File: config.mk
export PLATFORM = sky130hd
export DESIGN_NAME = oc8051_alu_src_ctrl
export DESIGN_NICKNAME = d
export VERILOG_FILES = /design/src/rtl/oc8051_alu_src_ctrl.sv
export SDC_FILE = /design/constraint.sdc
export NUM_CORES = 1
export LEC_CHECK = 0
export ABC_AREA = 1
export CELL_PAD_IN_SITES_DETAIL_PLACEMENT = 0
export CELL_PAD_IN_SITES_GLOBAL_PLACEMENT = 1
export CORE_MARGIN = 1.5
export CORE_UTILIZATION = 39
export DETAILED_ROUTE_END_ITERATION = 12
export PLACE_DENSITY = 0.84
export SYNTH_ARGS = -nofsm -noshare
export SYNTH_HDL_FRONTEND = slang
export SYNTH_SLANG_ARGS = --single-unit
File: constraint.sdc
create_clock -name clk -period 3.18 [get_ports clk]
set_clock_uncertainty 0.05 [all_clocks]
set_input_delay 0.318 -clock clk [delete_from_list [all_inputs] [get_ports clk]]
set_output_delay 0.318 -clock clk [all_outputs]
set_load 0.01 [all_outputs]
File: src/rtl/oc8051_alu_src_ctrl.sv
// ALU operand-source sequencer: steps the sel1/sel2/sel3 codes for each instruction class.
// Optional sticky protocol-error flag, built only when OC8051_ALU_SRC_CTRL_ERR_EN is defined.
module oc8051_alu_src_ctrl #(
  parameter int MULDIV_CYC = 4
) (
  input  logic       clk,
  input  logic       rst,
  input  logic       start,
  input  logic [2:0] op_class,
  input  logic       stall,
  input  logic       mem_ack,
  output logic [2:0] sel1,
  output logic [1:0] sel2,
  output logic       sel3,
  output logic [3:0] step,
  output logic       busy,
  output logic       done,
  output logic       err
);

  localparam logic [1:0] S_IDLE = 2'd0;
  localparam logic [1:0] S_EXEC = 2'd1;
  localparam logic [1:0] S_WAIT = 2'd2;

  localparam logic [2:0] S1_RAM = 3'd0;
  localparam logic [2:0] S1_ACC = 3'd1;
  localparam logic [2:0] S1_OP1 = 3'd2;
  localparam logic [2:0] S1_OP2 = 3'd3;
  localparam logic [2:0] S1_OP3 = 3'd4;
  localparam logic [2:0] S1_PCH = 3'd5;
  localparam logic [2:0] S1_PCL = 3'd6;

  localparam logic [1:0] S2_ZERO = 2'd1;
  localparam logic [1:0] S2_RAM  = 2'd2;
  localparam logic [1:0] S2_OP2  = 2'd3;

  localparam logic S3_DP = 1'b0;
  localparam logic S3_PC = 1'b1;

  localparam logic [5:0] SEL_DFLT = {S1_ACC, S2_ZERO, S3_PC};

  localparam logic [3:0] MD_LAST = 4'(MULDIV_CYC - 1);

  logic [1:0] state_q, state_d;
  logic [2:0] cls_q, cls_d;
  logic [3:0] step_q, step_d;
  logic       busy_q, busy_d;
  logic [5:0] sel_q, sel_d;
  logic [3:0] last;

  // Selects {sel1,sel2,sel3} for a class at a given step.
  function automatic logic [5:0] sel_of(
    input logic [2:0] c,
    input logic [3:0] s
  );
    logic [5:0] r;
    r = SEL_DFLT;
    case (c)
      3'd0: r = {S1_ACC, S2_ZERO, S3_PC};
      3'd1: r = {S1_ACC, S2_RAM, S3_PC};
      3'd2: r = {S1_ACC, S2_OP2, S3_PC};
      3'd3: r = (s == 4'd0) ?
                {S1_PCL, S2_ZERO, S3_PC} :
                {S1_PCH, S2_ZERO, S3_PC};
      3'd4: r = {S1_ACC, S2_ZERO, S3_DP};
      3'd5: r = {S1_ACC, S2_ZERO, S3_PC};
      3'd6: r = {S1_ACC, S2_RAM, S3_PC};
      3'd7: begin
        if (s == 4'd0)
          r = {S1_OP1, S2_ZERO, S3_PC};
        else if (s == 4'd1)
          r = {S1_OP2, S2_ZERO, S3_PC};
        else
          r = {S1_OP3, S2_ZERO, S3_PC};
      end
      default: r = SEL_DFLT;
    endcase
    return r;
  endfunction

  // Index of the final EXEC step for the latched class.
  always_comb begin
    last = 4'd0;
    case (cls_q)
      3'd3:    last = 4'd1;
      3'd6:    last = MD_LAST;
      3'd7:    last = 4'd2;
      default: last = 4'd0;
    endcase
  end

  // Next-state: accept, advance, wait for memory, or return to idle.
  always_comb begin
    state_d = state_q;
    cls_d   = cls_q;
    step_d  = step_q;
    busy_d  = busy_q;
    sel_d   = sel_q;
    case (state_q)
      S_IDLE: begin
        if (start && !stall) begin
          cls_d  = op_class;
          step_d = 4'd0;
          busy_d = 1'b1;
          sel_d  = sel_of(op_class, 4'd0);
          if (op_class == 3'd4 || op_class == 3'd5)
            state_d = S_WAIT;
          else
            state_d = S_EXEC;
        end
      end
      S_EXEC: begin
        if (!stall) begin
          if (step_q == last) begin
            state_d = S_IDLE;
            step_d  = 4'd0;
            busy_d  = 1'b0;
            sel_d   = SEL_DFLT;
          end else begin
            step_d = step_q + 4'd1;
            sel_d  = sel_of(cls_q, step_q + 4'd1);
          end
        end
      end
      S_WAIT: begin
        if (mem_ack) begin
          state_d = S_IDLE;
          step_d  = 4'd0;
          busy_d  = 1'b0;
          sel_d   = SEL_DFLT;
        end
      end
      default: begin
        state_d = S_IDLE;
        step_d  = 4'd0;
        busy_d  = 1'b0;
        sel_d   = SEL_DFLT;
      end
    endcase
  end

  // Sequencer registers with asynchronous reset to the idle defaults.
  always_ff @(posedge clk or posedge rst) begin
    if (rst) begin
      state_q <= S_IDLE;
      cls_q   <= 3'd0;
      step_q  <= 4'd0;
      busy_q  <= 1'b0;
      sel_q   <= SEL_DFLT;
    end else begin
      state_q <= state_d;
      cls_q   <= cls_d;
      step_q  <= step_d;
      busy_q  <= busy_d;
      sel_q   <= sel_d;
    end
  end

  assign done = ((state_q == S_EXEC) && !stall &&
                 (step_q == last)) ||
                ((state_q == S_WAIT) && mem_ack);

  assign sel1 = sel_q[5:3];
  assign sel2 = sel_q[2:1];
  assign sel3 = sel_q[0];
  assign step = step_q;
  assign busy = busy_q;

`ifdef OC8051_ALU_SRC_CTRL_ERR_EN
  logic err_q;

  // Sticky flag: start while busy, or mem_ack outside WAIT.
  always_ff @(posedge clk or posedge rst) begin
    if (rst)
      err_q <= 1'b0;
    else if ((start && busy_q) ||
             (mem_ack && state_q != S_WAIT))
      err_q <= 1'b1;
  end

  assign err = err_q;
`else
  assign err = 1'b0;
`endif

endmodule

==> impl_metrics.tcl <==
set metrics [dict create \
    place.port_buffers 19 \
    cts.clk_slew.worst_paths_ps 100 \
    drtIter0Drc 23 \
    rows 18 \
    gp_congestion 0.818 \
    critical_path.max_stage_delay_ps 580 \
    h-tree-depth 1 \
    critPathSlowestCell "clkdlybuf4s50_1" \
    final_cell_mix "nand2_1 (45), clkdlybuf4s50_1 (19), inv_1 (17)" \
    wl_met2_um 1060 \
    design_area_mm2 0.00132 \
    cp_common_cell "nand3_1" \
    power_density_mw_per_mm2 763 \
    status "finished clean" \
    die_y_um 55.7 \
    vias_per_cell 4.93 \
    wl_met3_um 87 \
    fmax_ghz 0.418 \
    endpoint_kind "output pin" \
    cts-root-buf "clkbuf_4" \
    firstDrtPassIters 4 \
    clk_latency_ps 290 \
    cp.arrival_ps 2020 \
    grt_pass1_wl_um 4150 \
    wl_um 2340 \
    initial_core_util 0.425 \
    cp_max_fo 8 \
    crit_chain "inv_2 > nand3_1 > nand3_1 > nand3_2 > o31ai_1 > clkdlybuf4s50_1" \
    first_global_vias 910 \
    critPathLaunchType "register" \
    avgSynthCellArea_um2 7.51 \
    whs_ps 342 \
    drtAntennaViolNets 0 \
    grt_max_degree 17 \
    slew_violations 0 \
    yosys.cell_types.count 31 \
    syn-num-nets 155 \
    setup_viol 0 \
    rsz0062_at_grt "no" \
    setup_tns_ps 0 \
    num_vias 956 \
    hold_class "in -> async" \
    wl_met1_um 1180 \
    grt.overflow.total 0 \
    cts_setup_buffers 0 \
    core_mm2 0.00254 \
    peakVddDrop_v 0.000503 \
    dp_cells 190 \
    drive_gt1_frac 0.159 \
    cts_buffers 3 \
    finalCriticalPeriod_ps 2390 \
    clk_path_buf_depth 2 \
    cp_data_required_time_ps 2810 \
    final_common_cell "nand2_1" \
    grt.total_usage 0.168 \
    slew_headroom 0.584 \
    wire_per_inst_um 12.1 \
    dp.final_hpwl_um 1810 \
    cts.sinks 16 \
    p_leak_nw 0.665 \
    ys_ff_latch 16 \
    cts_tree "built" \
    area_growth_pct 21.6 \
    ioPinCount 21 \
    path_class "reg -> out" \
    syn_area_mm2 0.00108 \
    hold_violations 0 \
    drc_errors 0 \
    hold_buffers 0 \
    reg2reg_slack_ps 1510 \
    ys_seq_area_frac 0.374 \
    diodes 0 \
    syn_inst 144 \
    finalCritPeriodShare 0.752 \
    antenna_found_initial 0 \
    die-area_mm2 0.00310 \
    power_mw 1.00 \
    die_x_um 55.7 \
    cts_resized 0 \
    max_cap_violations 0 \
    nNetsFinal 176 \
    finalNonFillerCells 194 \
    tightest_slew_ps 624 \
    placedInstanceArea_mm2 0.00128 \
    yosysWarnings 0 \
    top_layer_used "met4" \
]
## synth_stat cells
library cell | number | share of area
inv_1 | 17 | 0.059
conb_1 | 1 | 0.0035
nand2_2 | 1 | 0.0058
nor2_2 | 1 | 0.0058
inv_4 | 1 | 0.0058
o21ai_2 | 1 | 0.0081
nand3b_2 | 1 | 0.010
o2111ai_1 | 1 | 0.0081
dfrtp_1 | 13 | 0.30
o21ai_1 | 10 | 0.046
inv_2 | 4 | 0.014
buf_4 | 1 | 0.0069
o31ai_1 | 2 | 0.014
nor2_1 | 10 | 0.035
nand2_4 | 1 | 0.010
o211ai_1 | 1 | 0.0069
buf_6 | 2 | 0.021
o21ai_0 | 3 | 0.014
nand3_2 | 1 | 0.0093
nand3_1 | 11 | 0.051
o21ai_4 | 1 | 0.015
a21boi_2 | 1 | 0.010
a31oi_1 | 1 | 0.0058
nand4_2 | 1 | 0.012
ha_1 | 3 | 0.035
o22ai_2 | 2 | 0.023
nand4_1 | 1 | 0.0058
nor2_4 | 2 | 0.021
a21oi_2 | 1 | 0.0081
dfstp_2 | 3 | 0.073
nand2_1 | 45 | 0.16
## sequential cells by signal, indices dropped and copies added, names as in the netlist
signal,cells
sel_q,6
step,4
cls_q,3
state_q,2
busy,1
## per-layer routing
metal  GRT usage  up-vias
met5           0        -
met4      0.0627        0
met3      0.0209        2
met2       0.252       16
met1       0.246      438
li1            -      500
## layout make-up
type	count	area (um2)
Fill cell	272	1230
Sequential cell	16	404
Timing Repair Buffer	19	190
Tap cell	30	37.5
Clock buffer	4	36.3
Multi-Input combinational cell	103	562
Inverter	22	85.1
## critical path: cells and delay by family, from the launching register on
family	cells	cell delay [ps]
flops	1	480
simple gates	3	350
compound gates	1	230
buf+inv	2	680
## final timing paths
kind | start | to | cells past startpoint
worst max-delay path | cls_q[2]$_DFFE_PP0P_ | done | 6
worst min-delay path | rst | busy$_DFFE_PP0P_ | 2
worst max register to register | step[0]$_DFFE_PP0P_ | sel_q[5]$_DFFE_PP0P_ | 10
worst min register to register | sel_q[3]$_DFFE_PP1P_ | sel_q[3]$_DFFE_PP1P_ | 2
max in group asynchronous | rst | step[2]$_DFFE_PP0P_ | 2
min in group clk | sel_q[3]$_DFFE_PP1P_ | sel_q[3]$_DFFE_PP1P_ | 2
## power by group
part	total [mW]	switching (mW)	internal [mW]
combinational	0.503	0.295	0.209
sequential	0.364	0.0766	0.288
clock	0.135	0.0655	0.0696
total	1.00	0.437	0.566
## logic make-up (layout without fill, tap and decap cells)
kind of cell    after synthesis  after routing  share of synthesized area
compound gates               24             24                      0.160
other cells                   1              1                    0.00347
buf+inv                      25             45                      0.106
flops                        16             16                      0.374
simple gates                 75             75                      0.322
fa+ha+maj                     3              3                     0.0347
## stage by stage
stage / utilization / setup WS [ps]
after floorplan: - / 1620
after detailed placement: 0.502 / 1110
after global routing: 0.517 / 595
after CTS: 0.517 / 768
final: 0.517 / 788
after global placement: 0.502 / 1170
(Power assumes the default switching activity.)
